==> src/rtl/vga_timing_gen.sv <==
// vga_timing_gen: parametrised VGA timing and pixel-fetch controller.
//
// A stage-0 column/row counter pair walks the full raster. Region flags (sync, visible,
// window, frame start) are decoded combinationally from the counters, delayed by MEM_LATENCY
// enabled cycles to line up with the video-memory read data, then registered together with
// the colour. A linear read address counts through the display window.
//
// Ports:
//   Clock, Reset        system clock, asynchronous active-high reset
//   iPixelEn            pixel-clock enable; all state advances only when high
//   oReadAddress        video-memory read address for the current stage-0 pixel
//   iColor              {R,G,B} read data, valid MEM_LATENCY enabled cycles after its address
//   oVGA_Red/Green/Blue pixel colour, zero outside the window
//   oHSync, oVSync      sync outputs, active level HS_POL / VS_POL
//   oActive             output pixel is inside the visible area
//   oFrameStart         one-enabled-cycle pulse with output pixel (0,0)
//   oColumn, oRow       stage-0 counters
module vga_timing_gen #(
    parameter int unsigned H_ACTIVE    = 640,
    parameter int unsigned H_FP        = 16,
    parameter int unsigned H_SYNC      = 96,
    parameter int unsigned H_BP        = 48,
    parameter int unsigned V_ACTIVE    = 480,
    parameter int unsigned V_FP        = 10,
    parameter int unsigned V_SYNC      = 2,
    parameter int unsigned V_BP        = 33,
    parameter bit          HS_POL      = 1'b0,
    parameter bit          VS_POL      = 1'b0,
    parameter int unsigned WIN_X0      = 64,
    parameter int unsigned WIN_X1      = 575,
    parameter int unsigned WIN_Y0      = 48,
    parameter int unsigned WIN_Y1      = 431,
    parameter int unsigned COLOR_W     = 1,
    parameter int unsigned ADDR_W      = 18,
    parameter int unsigned MEM_LATENCY = 1
) (
    input  logic                 Clock,
    input  logic                 Reset,
    input  logic                 iPixelEn,
    output logic [ADDR_W-1:0]    oReadAddress,
    input  logic [3*COLOR_W-1:0] iColor,
    output logic [COLOR_W-1:0]   oVGA_Red,
    output logic [COLOR_W-1:0]   oVGA_Green,
    output logic [COLOR_W-1:0]   oVGA_Blue,
    output logic                 oHSync,
    output logic                 oVSync,
    output logic                 oActive,
    output logic                 oFrameStart,
    output logic [9:0]           oColumn,
    output logic [9:0]           oRow
);

    localparam int unsigned H_TOTAL = H_ACTIVE + H_FP + H_SYNC + H_BP;
    localparam int unsigned V_TOTAL = V_ACTIVE + V_FP + V_SYNC + V_BP;

    localparam logic [9:0] H_LAST     = 10'(H_TOTAL - 1);
    localparam logic [9:0] V_LAST     = 10'(V_TOTAL - 1);
    localparam logic [9:0] H_VIS_END  = 10'(H_ACTIVE);
    localparam logic [9:0] V_VIS_END  = 10'(V_ACTIVE);
    localparam logic [9:0] HS_START   = 10'(H_ACTIVE + H_FP);
    localparam logic [9:0] HS_END     = 10'(H_ACTIVE + H_FP + H_SYNC);
    localparam logic [9:0] VS_START   = 10'(V_ACTIVE + V_FP);
    localparam logic [9:0] VS_END     = 10'(V_ACTIVE + V_FP + V_SYNC);
    localparam logic [9:0] WX0        = 10'(WIN_X0);
    localparam logic [9:0] WX1        = 10'(WIN_X1);
    localparam logic [9:0] WY0        = 10'(WIN_Y0);
    localparam logic [9:0] WY1        = 10'(WIN_Y1);

    if (WIN_X0 > WIN_X1 || WIN_X1 >= H_ACTIVE || WIN_Y0 > WIN_Y1 || WIN_Y1 >= V_ACTIVE)
    begin : g_bad_window
        $error("vga_timing_gen: display window must lie inside the active area");
    end
    if (H_TOTAL > 1024 || V_TOTAL > 1024 || MEM_LATENCY > 4) begin : g_bad_timing
        $error("vga_timing_gen: totals exceed 10-bit counters or MEM_LATENCY > 4");
    end

    // Active-high region flags; all-zero means blank and inactive.
    typedef struct packed {
        logic hs;
        logic vs;
        logic act;
        logic win;
        logic fs;
    } flags_t;

    logic [9:0]        col_q, col_d, row_q, row_d;
    logic [ADDR_W-1:0] addr_q, addr_d;
    flags_t            flags_s0, flags_dly;
    logic              col_wrap, row_wrap;

    // Stage 0: region decode and counters.
    always_comb begin
        flags_s0.hs  = (col_q >= HS_START) && (col_q < HS_END);
        flags_s0.vs  = (row_q >= VS_START) && (row_q < VS_END);
        flags_s0.act = (col_q < H_VIS_END) && (row_q < V_VIS_END);
        flags_s0.win = (col_q >= WX0) && (col_q <= WX1) && (row_q >= WY0) && (row_q <= WY1);
        flags_s0.fs  = (col_q == 10'd0) && (row_q == 10'd0);

        col_wrap = (col_q == H_LAST);
        row_wrap = (row_q == V_LAST);

        col_d  = col_q;
        row_d  = row_q;
        addr_d = addr_q;
        if (iPixelEn) begin
            col_d = col_wrap ? 10'd0 : col_q + 10'd1;
            if (col_wrap) begin
                row_d = row_wrap ? 10'd0 : row_q + 10'd1;
            end
            // Address advances past every window pixel, so it always names the current one.
            if (col_wrap && row_wrap) begin
                addr_d = '0;
            end else if (flags_s0.win) begin
                addr_d = addr_q + ADDR_W'(1);
            end
        end
    end

    always_ff @(posedge Clock or posedge Reset) begin
        if (Reset) begin
            col_q  <= 10'd0;
            row_q  <= 10'd0;
            addr_q <= '0;
        end else begin
            col_q  <= col_d;
            row_q  <= row_d;
            addr_q <= addr_d;
        end
    end

    // Flag delay line matching the memory read latency.
    if (MEM_LATENCY == 0) begin : g_no_dly
        assign flags_dly = flags_s0;
    end else begin : g_dly
        flags_t dly_q [MEM_LATENCY];
        flags_t dly_d [MEM_LATENCY];

        always_comb begin
            dly_d = dly_q;
            if (iPixelEn) begin
                dly_d[0] = flags_s0;
                for (int i = 1; i < MEM_LATENCY; i++) begin
                    dly_d[i] = dly_q[i-1];
                end
            end
        end

        always_ff @(posedge Clock or posedge Reset) begin
            if (Reset) begin
                dly_q <= '{default: '0};
            end else begin
                dly_q <= dly_d;
            end
        end

        assign flags_dly = dly_q[MEM_LATENCY-1];
    end

    // Output register: delayed flags aligned with the read data.
    logic                 hsync_q, hsync_d, vsync_q, vsync_d;
    logic                 active_q, active_d, fstart_q, fstart_d;
    logic [3*COLOR_W-1:0] rgb_q, rgb_d;

    always_comb begin
        hsync_d  = hsync_q;
        vsync_d  = vsync_q;
        active_d = active_q;
        fstart_d = fstart_q;
        rgb_d    = rgb_q;
        if (iPixelEn) begin
            hsync_d  = flags_dly.hs ? HS_POL : ~HS_POL;
            vsync_d  = flags_dly.vs ? VS_POL : ~VS_POL;
            active_d = flags_dly.act;
            fstart_d = flags_dly.fs;
            rgb_d    = flags_dly.win ? iColor : '0;
        end
    end

    always_ff @(posedge Clock or posedge Reset) begin
        if (Reset) begin
            hsync_q  <= ~HS_POL;
            vsync_q  <= ~VS_POL;
            active_q <= 1'b0;
            fstart_q <= 1'b0;
            rgb_q    <= '0;
        end else begin
            hsync_q  <= hsync_d;
            vsync_q  <= vsync_d;
            active_q <= active_d;
            fstart_q <= fstart_d;
            rgb_q    <= rgb_d;
        end
    end

    assign oReadAddress = addr_q;
    assign oHSync       = hsync_q;
    assign oVSync       = vsync_q;
    assign oActive      = active_q;
    assign oFrameStart  = fstart_q;
    assign oVGA_Red     = rgb_q[3*COLOR_W-1:2*COLOR_W];
    assign oVGA_Green   = rgb_q[2*COLOR_W-1:COLOR_W];
    assign oVGA_Blue    = rgb_q[COLOR_W-1:0];
    assign oColumn      = col_q;
    assign oRow         = row_q;

endmodule

==> config.mk <==
export PLATFORM = sky130hd
export DESIGN_NAME = vga_timing_gen
export DESIGN_NICKNAME = d
export VERILOG_FILES = /design/src/rtl/vga_timing_gen.sv
export SDC_FILE = /design/constraint.sdc
export NUM_CORES = 1
export LEC_CHECK = 0
export ABC_AREA = 1
export BUFFER_PORTS_ARGS = -buffer_cell sky130_fd_sc_hd__buf_2
export CORE_UTILIZATION = 56
export CTS_CLUSTER_SIZE = 28
export DETAILED_ROUTE_END_ITERATION = 8
export PLACE_DENSITY = 0.83
export RECOVER_POWER = 50
export SETUP_SLACK_MARGIN = 0.5
export SYNTH_ARGS = -nofsm -noshare
export SYNTH_HDL_FRONTEND = slang
export SYNTH_SLANG_ARGS = --single-unit
==> constraint.sdc <==
create_clock -name Clock -period 2 [get_ports Clock]
set_input_delay 0.4 -clock Clock [delete_from_list [all_inputs] [get_ports Clock]]
set_output_delay 0.4 -clock Clock [all_outputs]
set_load 0.05 [all_outputs]
==> results of run 1 <==
## tightest hold or removal path, cell delays in order
cell	delay, ps
buf_2	70
nand3_1	60
nand2_1	50
## flip-flops by register name, indices dropped and copies added, names as in the netlist
register	cells
oReadAddress	18
oColumn	10
oRow	10
flags_dly	5
rgb_q	3
oActive	1
oFrameStart	1
oHSync	1
oVSync	1
## worst paths after layout
path                              startpoint          endpoint  slack [ps]  cells past startpoint
worst max-delay path                 oRow[1]  oReadAddress[17]         360                     11
min in group asynchronous              Reset   oReadAddress[2]         490                      3
worst min-delay path               iColor[0]          rgb_q[0]         310                      3
worst min register to register  flags_dly[4]            oHSync         450                      1
worst max register to register       oRow[1]  oReadAddress[17]         360                     11
max in group asynchronous              Reset           oRow[0]         680                      3
## placed cells by master (no fill, tap or decap), types with 9 or more instances in the layout
| master | count |
|---|---|
| buf_4 | 19 |
| nand4_1 | 14 |
| nand3_1 | 33 |
| nand2_2 | 10 |
| dfrtp_2 | 22 |
| o21ai_0 | 19 |
| clkbuf_4 | 10 |
| inv_1 | 50 |
| buf_2 | 29 |
| nand2_1 | 98 |
| nor2_1 | 28 |
| xor2_1 | 9 |
| dfrtp_1 | 26 |
| nor3_1 | 9 |
## layer usage
layer	routed length [um]	track usage, %
met1	3081	36.54
met2	3734	47.85
met3	427	2.811
met4	249	11.95
met5	0	0
## final cells by class
cell class	instances	area [sq um]
tap	70	87.58
clock buffer	5	68.82
sequential	50	1281
fill	407	1421
clock inverter	3	45.04
timing repair buffer	72	470.5
inverter	57	225.2
multi-input combinational	278	1508
## power groups by stage
stage / registers, W / logic, W / clock network [W]
detailed placement: 0.00144 / 0.00134 / 0
global route: 0.00144 / 0.00161 / 0.000772
finish: 0.00142 / 0.00149 / 0.000728
global placement: 0.00144 / 0.00131 / 0
CTS: 0.00140 / 0.00144 / 0.000733
floorplan: 0.00198 / 0.000498 / 0
## what timing repair did
action / in CTS / in global routing
setup endpoints to repair: 27 / 42
buffers inserted: 11 / 4
pin swaps: 9 / 8
endpoints found under the hold margin: 0 / 0
gates resized for setup: 17 / 35
cloned: 1 / 1
## logic make-up after synthesis
family / share of synthesized area (%)
AOI/OAI and AO/OA: 8.144
xor gates and xnor gates: 2.954
adders and majority gates: 2.532
buffers and inverters: 9.747
and+or+nand+nor: 34.35
DFF: 42.28
## per-stage QoR
step | setup slack, ps | total power (W)
floorplan | 303.1 | 0.002476
global placement | 331.7 | 0.002755
detailed placement | 283.9 | 0.002782
CTS | 475.2 | 0.003581
global route | 264.5 | 0.003815
finish | 355.2 | 0.003635
==> impl_metrics.env, run 1 <==
export IMPL_outcome="finished, final reports clean"
export IMPL_instances_no_fill=535
export IMPL_yosys_area_top_type="dfrtp_1"
export IMPL_clkPwrFrac_pct=20.0
export IMPL_slowest_stage="dfrtp_2"
export IMPL_worst_skew_pair_late_latency_ps=310
export IMPL_cp_num_buf_inv=2
export IMPL_drive_gt1_share_pct=32.04
export IMPL_first_pass_iters=4
export IMPL_p_sw_w=0.001660
export IMPL_ctsRootBufferMaster="clkbuf_8"
export IMPL_grt_pass1_vias=2696
export IMPL_arrival_ps=1890
export IMPL_cts_max_level=2
export IMPL_grt_max_degree=51
export IMPL_ys_warn_count=0
export IMPL_ant_nets=0
export IMPL_start_util_pct=58.06
export IMPL_cts_inserted_buffers=5
export IMPL_final_core_util_pct=72.17
export IMPL_ys_ff_latch=50
export IMPL_p_leak_nw=1.734
export IMPL_synth_area_top_cells="dfrtp_1, nand2_1, inv_1"
export IMPL_drt_iter0_markers=226
export IMPL_crit_path_end_kind="register"
export IMPL_synth_common_cells="nand2_1, inv_1, dfrtp_1, nand3_1, nor2_1"
export IMPL_critical_path_cell_chain="inv_2 > ha_4 > nand2_2 > nor2_2 > nand2_1 > nor2_2 > nand3_2 > nand2_4 > buf_6 > nand4_1 > nand2_1"
export IMPL_tightest_slew_ps=1212
export IMPL_cts_tree="done"
export IMPL_setup_violations=0
export IMPL_layout_nets=476
export IMPL_overflow=0
export IMPL_power_frac_seq_pct=38.9
export IMPL_rsz0062_at_grt="yes"
export IMPL_peakVddDrop_mv=1.004
export IMPL_synth_edff_count=0
export IMPL_yosysMostFrequentCell="nand2_1"
export IMPL_antenna_cells=0
export IMPL_fin_crit_sh_pct=82.24
export IMPL_die_h_um=74.77
export IMPL_track_usage_pct=28.08
export IMPL_die_area_sq_mm=0.005591
export IMPL_clk_pin_slew_worst_paths_ps=90
export IMPL_synth_top_area_share_pct=40.51
export IMPL_grt_pass1_wl_mm=11.97
export IMPL_cts_hold_buf=0
export IMPL_design_area_sq_mm=0.003686
export IMPL_critical_path_top_delay_family="simple AND/OR/NAND/NOR gates"
export IMPL_power_frac_comb_pct=41.0
export IMPL_synth_cell_types=32
export IMPL_finalCriticalPeriod_ps=1645
export IMPL_routed_wl_mm=7.493
export IMPL_finClkSkew_ps=14.69
export IMPL_fin_tns_setup_ps=0
export IMPL_swShare_pct=45.66
export IMPL_post_dp_hpwl_mm=4.978
export IMPL_startpoint_type="register"
export IMPL_hp_class="in -> reg"
export IMPL_clock_path_buffers=2
export IMPL_powerDensity_mw_per_mm2=986.2
export IMPL_core_rowCount=26
export IMPL_synthToLayoutAreaGrowth_pct=24.30
export IMPL_p_int_w=0.001975
export IMPL_viasPerCell=5.411
export IMPL_ios=51
export IMPL_clkSinkCount=50
export IMPL_whs_ps=311.1
export IMPL_numPortBuffers=50
export IMPL_critPathMaxFanout=6
export IMPL_fp_dieW_um=74.77
export IMPL_grt_antenna_before_repair=0
export IMPL_avgRoutedWirePerCell_um=14.01
export IMPL_finalHoldViolCount=0
export IMPL_async_flop_share_pct=100.0
export IMPL_synthFlopType="dfrtp_1"
export IMPL_vias=2895
export IMPL_syn_cell_area_sq_mm=0.002965
export IMPL_required_ps=2250
export IMPL_seq_area_frac_synth_pct=42.28
export IMPL_max_cap_violations=0
export IMPL_gp_congestion=0.9426
export IMPL_synth_fp_nets=406
export IMPL_core_area_sq_mm=0.005107
export IMPL_placed_cells=510
export IMPL_syn_area_per_cell_sq_um=7.526
export IMPL_route_detailed_drc=0
export IMPL_place_area_sq_mm=0.003352
export IMPL_max_freq_mhz=608.0
export IMPL_netlist_instances=394
export IMPL_path_class="reg -> reg"
export IMPL_slew_headroom_pct=19.18
export IMPL_max_stage_delay_ps=420
export IMPL_slew_viol_final=0
Power figures use the tool's default switching activity.
==> inputs of run 2 (changes only) <==
==> constraint.sdc (replaced) <==
create_clock -name Clock -period 1.7 [get_ports Clock]
set_input_delay 0.34 -clock Clock [delete_from_list [all_inputs] [get_ports Clock]]
set_output_delay 0.34 -clock Clock [all_outputs]
set_load 0.05 [all_outputs]
==> run 2 against run 1 <==
Compared with the run above: the run now ends with setup timing left; hold slack got worse by 180 ps; critical path type unchanged; clock skew down 0.79 ps; sequential share of layout area down 7.7 points; routed wire length rose by 78%; flip-flop and latch count unchanged; register-to-register slack worse by 530 ps; critical path depth is the same; clock power grew 2%.
==> impl_metrics.env, run 2 (synthesized netlist as in run 1, its figures left out) <==
export IMPL_layout_nets=538
export IMPL_fp_dieW_um=74.77
export IMPL_grt_pass1_wl_mm=14.19
export IMPL_slew_viol_final=0
export IMPL_setup_violations=23
export IMPL_grt_antenna_before_repair=0
export IMPL_avgRoutedWirePerCell_um=22.40
export IMPL_powerDensity_mw_per_mm2=1121
export IMPL_finalWorstSetupSlack_ps=-170.1
export IMPL_antenna_cells=0
export IMPL_startpoint_type="register"
export IMPL_critPathMaxFanout=6
export IMPL_track_usage_pct=33.60
export IMPL_crit_path_start="oRow[0]"
export IMPL_grt_pass1_vias=3145
export IMPL_ant_nets=0
export IMPL_die_area_sq_mm=0.005591
export IMPL_die_h_um=74.77
export IMPL_clkSinkCount=50
export IMPL_synthToLayoutAreaGrowth_pct=61.05
export IMPL_tightest_slew_ps=891.3
export IMPL_largest_reg_flops=18
export IMPL_cts_inserted_buffers=5
export IMPL_fill_cells=151
export IMPL_gp_congestion=0.8833
export IMPL_slew_headroom_pct=40.25
export IMPL_grt_max_degree=23
export IMPL_required_ps=1940
export IMPL_peakVddDrop_mv=1.183
export IMPL_whs_ps=135.8
export IMPL_timing_rr_start="oRow[0]"
export IMPL_drive_gt1_share_pct=51.61
export IMPL_multi_input_area_sq_mm=0.001742
export IMPL_layout_commonest_cell="nand2_1"
export IMPL_routed_wl_mm=13.38
export IMPL_hp_class="in -> async"
export IMPL_start_util_pct=58.06
export IMPL_route_detailed_drc=0
export IMPL_overflow=0
export IMPL_p_leak_nw=2.225
export IMPL_cts_tree="done"
export IMPL_finalHoldViolCount=0
export IMPL_clk_pin_slew_worst_paths_ps=110
export IMPL_outcome="complete, but fails checks"
export IMPL_max_freq_mhz=534.7
export IMPL_ios=51
export IMPL_arrival_ps=2110
export IMPL_path_class="reg -> reg"
export IMPL_finalCriticalPeriod_ps=1870
export IMPL_mostFrequentLayoutCells="nand2_1, buf_6, buf_4"
export IMPL_core_area_sq_mm=0.005107
export IMPL_clock_path_buffers=2
export IMPL_violations="setup timing"
export IMPL_core_rowCount=26
export IMPL_numPortBuffers=50
export IMPL_drt_iter0_markers=585
export IMPL_cts_max_level=2
export IMPL_regArea_sq_mm=0.001294
export IMPL_finClkSkew_ps=13.91
export IMPL_final_core_util_pct=93.51
export IMPL_vias=3885
export IMPL_rsz0062_at_grt="yes"
export IMPL_ctsRootBufferMaster="clkbuf_8"
export IMPL_viasPerCell=6.508
export IMPL_max_cap_violations=0
export IMPL_power_total_w=0.005352
export IMPL_post_dp_hpwl_mm=5.160
export IMPL_first_pass_iters=6
export IMPL_worst_skew_pair_late_latency_ps=330
export IMPL_fin_tns_setup_ps=-2253
export IMPL_crit_path_end_kind="register"
export IMPL_fin_crit_sh_pct=110.0
==> run 2: path summary, 6_finish.rpt <==
path                                    to  slack (ps)  cells past startpoint
hold / removal                    rgb_q[0]         140                      2
setup / recovery           oReadAddress[4]        -170                     11
hold reg to reg                     oVSync         440                      1
max in group asynchronous       oColumn[2]         460                      3
setup reg to reg           oReadAddress[4]        -170                     11
min in group Clock                rgb_q[1]         280                      3
==> run 2: worst max-delay path: stages (launching register included) <==
cell	delay (ps)
dfrtp_2	450
inv_2	90
ha_4	140
nand2_2	80
nor2_1	160
nand2_1	90
nor2_2	140
nand3_2	120
nand2_4	160
buf_8	170
nand3_2	70
o21ai_1	110
==> run 2: metal layers <==
metal | share of wire, % | track usage [%] | wire length [um] | vias to the layer above
li1 | - | - | - | 1538
met1 | 33 | 38.82 | 4410 | 1766
met2 | 47 | 59.66 | 6313 | 442
met3 | 12 | 7.095 | 1601 | 139
met4 | 7.9 | 15.51 | 1050 | 0
met5 | 0 | 0 | 0 | -
==> run 2: power by group <==
part / leakage, nW / total, W / switching, W / internal [W]
Clock: 0.0450 / 0.000744 / 0.000457 / 0.000288
Sequential: 0.582 / 0.00172 / 0.000296 / 0.00142
Combinational: 1.60 / 0.00289 / 0.00177 / 0.00112
==> run 2: final cells by class <==
class,count,area share (%)
Clock buffer,6,1.520
Clock inverter,2,0.2096
Inverter,57,4.716
Multi-Input combinational cell,278,36.47
Sequential cell,50,27.09
Tap cell,70,1.834
Timing Repair Buffer,134,28.16
==> run 2: timing repair <==
| action | in CTS | in global routing |
|---|---|---|
| pin swaps | 16 | 26 |
| resized for setup | 138 | 80 |
| buffers inserted | 40 | 31 |
| cloned | 1 | 0 |
| setup endpoints to repair | 81 | 86 |
| hold buffers | 0 | 0 |
==> run 2: through the flow <==
step | setup WS, ps | std cells | cell area [sq um]
2_1_floorplan | 13.93 | 394 | 3083
3_3_place_gp | 77.53 | 517 | 3445
3_5_place_dp | -12.24 | 517 | 3445
4_1_cts | 139.9 | 566 | 4284
5_1_grt | -251.2 | 597 | 4776
6_report | -170.1 | 597 | 4776
==> inputs of run 3 (changes only) <==
--- a/config.mk
+++ b/config.mk
@@ -7,7 +7,11 @@
 export LEC_CHECK = 0
 export ABC_AREA = 1
 export BUFFER_PORTS_ARGS = -buffer_cell sky130_fd_sc_hd__buf_2
-export CORE_UTILIZATION = 56
+export CELL_PAD_IN_SITES_DETAIL_PLACEMENT = 1
+export CELL_PAD_IN_SITES_GLOBAL_PLACEMENT = 1
+export CORE_ASPECT_RATIO = 1.1
+export CORE_MARGIN = 2
+export CORE_UTILIZATION = 41
 export CTS_CLUSTER_SIZE = 28
 export DETAILED_ROUTE_END_ITERATION = 8
 export PLACE_DENSITY = 0.83
==> run 3 against run 2 <==
Compared with the run above: total power up 11%; the flow still finishes with violations (setup timing); flip-flop and latch count did not move; largest power group unchanged; combinational power up 12%; clock skew increased by 3.4 ps; final cell count up 3.9%; routed wire length is 28% higher; largest cell class unchanged; global-route usage fell by 1.6 points; cell area increased by 6.3%.
==> impl_metrics.env, run 3 (synthesized netlist as in run 1, its figures left out) <==
export IMPL_ios=51
export IMPL_fp_dieW_um=85.09
export IMPL_crit_path_end_kind="register"
export IMPL_clkSinkCount=50
export IMPL_die_h_um=93.20
export IMPL_grt_max_degree=51
export IMPL_tightest_slew_ps=1410
export IMPL_hold_depth=3
export IMPL_cts_tree="done"
export IMPL_setup_violations=24
export IMPL_startpoint_type="register"
export IMPL_ctsRootBufferMaster="clkbuf_8"
export IMPL_gp_congestion=0.8635
export IMPL_clk_pin_slew_worst_paths_ps=120
export IMPL_largest_reg_flops=18
export IMPL_cts_max_level=2
export IMPL_worst_r2r_cell_count=10
export IMPL_rsz0062_at_grt="yes"
export IMPL_violations="setup timing"
export IMPL_timing_rr_start="oRow[0]"
export IMPL_viasPerCell=6.211
export IMPL_worst_skew_pair_late_latency_ps=340
export IMPL_hold_path_end="rgb_q[1]"
export IMPL_clock_path_buffers=2
export IMPL_drt_iter0_markers=276
export IMPL_ant_nets=0
export IMPL_met3_usage_pct=5.031
export IMPL_layout_nets=546
export IMPL_track_usage_pct=31.99
export IMPL_cp_common_cell="nor2_4"
export IMPL_use_met2_pct=59.57
export IMPL_slew_headroom_pct=5.994
export IMPL_hp_class="in -> reg"
export IMPL_max_cap_violations=0
export IMPL_whs_ps=277.9
export IMPL_critical_path_top_delay_family="simple AND/OR/NAND/NOR gates"
export IMPL_numPortBuffers=50
export IMPL_synthToLayoutAreaGrowth_pct=71.22
export IMPL_peakVddDrop_mv=1.039
export IMPL_grt_antenna_before_repair=0
export IMPL_outcome="complete, but fails checks"
export IMPL_avgRoutedWirePerCell_um=27.65
export IMPL_r2r_slack_ps=-180
export IMPL_post_dp_hpwl_mm=6.531
export IMPL_busiest_layer="met2"
export IMPL_cts_inserted_buffers=5
export IMPL_vias=3851
export IMPL_arrival_ps=2110
export IMPL_grt_pass1_wl_mm=19.60
export IMPL_routed_wl_mm=17.14
export IMPL_route_detailed_drc=0
export IMPL_core_rowCount=32
export IMPL_use_met1_pct=33.75
export IMPL_finalCriticalPeriod_ps=1883
export IMPL_start_util_pct=42.32
export IMPL_fin_crit_sh_pct=110.7
export IMPL_critPathMaxFanout=11
export IMPL_drive_gt1_share_pct=53.27
export IMPL_critical_path_cell_chain="inv_2 > ha_4 > nand2_4 > nor2_4 > nand2_2 > nor2_4 > nand3_4 > nand2_8 > inv_6 > o21ai_2"
export IMPL_path_class="reg -> reg"
export IMPL_finalWorstSetupSlack_ps=-182.7
export IMPL_max_stage_delay_ps=450
export IMPL_core_area_sq_mm=0.007007
export IMPL_antenna_cells=0
export IMPL_first_pass_iters=5
export IMPL_finalHoldViolCount=0
export IMPL_fin_tns_setup_ps=-2925
export IMPL_fill_cells=758
export IMPL_required_ps=1930
export IMPL_overflow=0
export IMPL_mostFrequentLayoutCells="nand2_1, buf_4, buf_6"
export IMPL_grt_pass1_vias=3747
export IMPL_finClkSkew_ps=17.34
export IMPL_layout_commonest_cell="nand2_1"
export IMPL_path_depth=10
export IMPL_powerDensity_mw_per_mm2=1166
export IMPL_rr_endpoint="oReadAddress[9]"
export IMPL_cp_num_buf_inv=2
export IMPL_hold_path_startpoint="iColor[1]"
export IMPL_slowest_stage="dfrtp_2"
export IMPL_max_freq_mhz=531.2
export IMPL_slew_viol_final=0
export IMPL_p_leak_nw=2.333
export IMPL_die_area_sq_mm=0.007930
## run 3: stage by stage
stage | std cells | setup WS [ps] | power (W) | util [%] | instance area, sq um
6_report | 620 | -182.7 | 0.005920 | 72.46 | 5077
2_1_floorplan | 394 | 13.93 | 0.002946 | - | 3083
3_5_place_dp | 537 | -29.16 | 0.003379 | 49.96 | 3501
3_3_place_gp | 537 | 86.19 | 0.003313 | 49.96 | 3501
5_1_grt | 620 | -206.2 | 0.006052 | 72.46 | 5077
4_1_cts | 587 | 109.1 | 0.004962 | 62.20 | 4358
## run 3: final cells by class
class | count | area, sq um | area share [%]
timing repair buffer | 140 | 1451 | 28.59
timing repair inverter | 2 | 20.02 | 0.3943
multi-input combinational | 278 | 1864 | 36.72
inverter | 57 | 242.7 | 4.781
sequential | 50 | 1286 | 25.33
clock inverter | 1 | 30.03 | 0.5914
tap | 85 | 106.4 | 2.095
clock buffer | 7 | 76.32 | 1.503
## run 3: repair_timing
item / CTS / global route
setup endpoints to repair: 82 / 87
buffers inserted: 41 / 30
gates cloned: 1 / 3
pin swaps: 19 / 30
hold buffers: 0 / 0
endpoints found under the hold margin: 0 / 0
gates resized for setup: 141 / 121
## run 3: tightest hold or removal path: cells and delay by family
kind,cells,cell delay (ps)
buf+inv,1,90
simple gates,2,140
## run 3: worst max-delay path by stage
| stage | slack [ps] | startpoint | to |
|---|---|---|---|
| after floorplan | 10 | oRow[0] | oReadAddress[14] |
| after global placement | 90 | oRow[0] | oReadAddress[15] |
| after detailed placement | -30 | oRow[0] | oReadAddress[15] |
| after CTS | 110 | oRow[1] | oReadAddress[17] |
| after global routing | -210 | oRow[0] | oReadAddress[2] |
| final | -180 | oRow[0] | oReadAddress[9] |
## run 3: report_power, final
group	internal, W	leakage [nW]	switching (W)	total, W
logic	0.00129	1.69	0.00196	0.00325
clock network	0.000443	0.0524	0.000478	0.000921
registers	0.00142	0.592	0.000332	0.00175
## run 3: layer usage
| layer | wire length (um) | share of wire (%) |
|---|---|---|
| met1 | 5555 | 32 |
| met3 | 1272 | 7.4 |
| met4 | 1633 | 9.5 |
| met5 | 0 | 0 |
| met2 | 8680 | 51 |
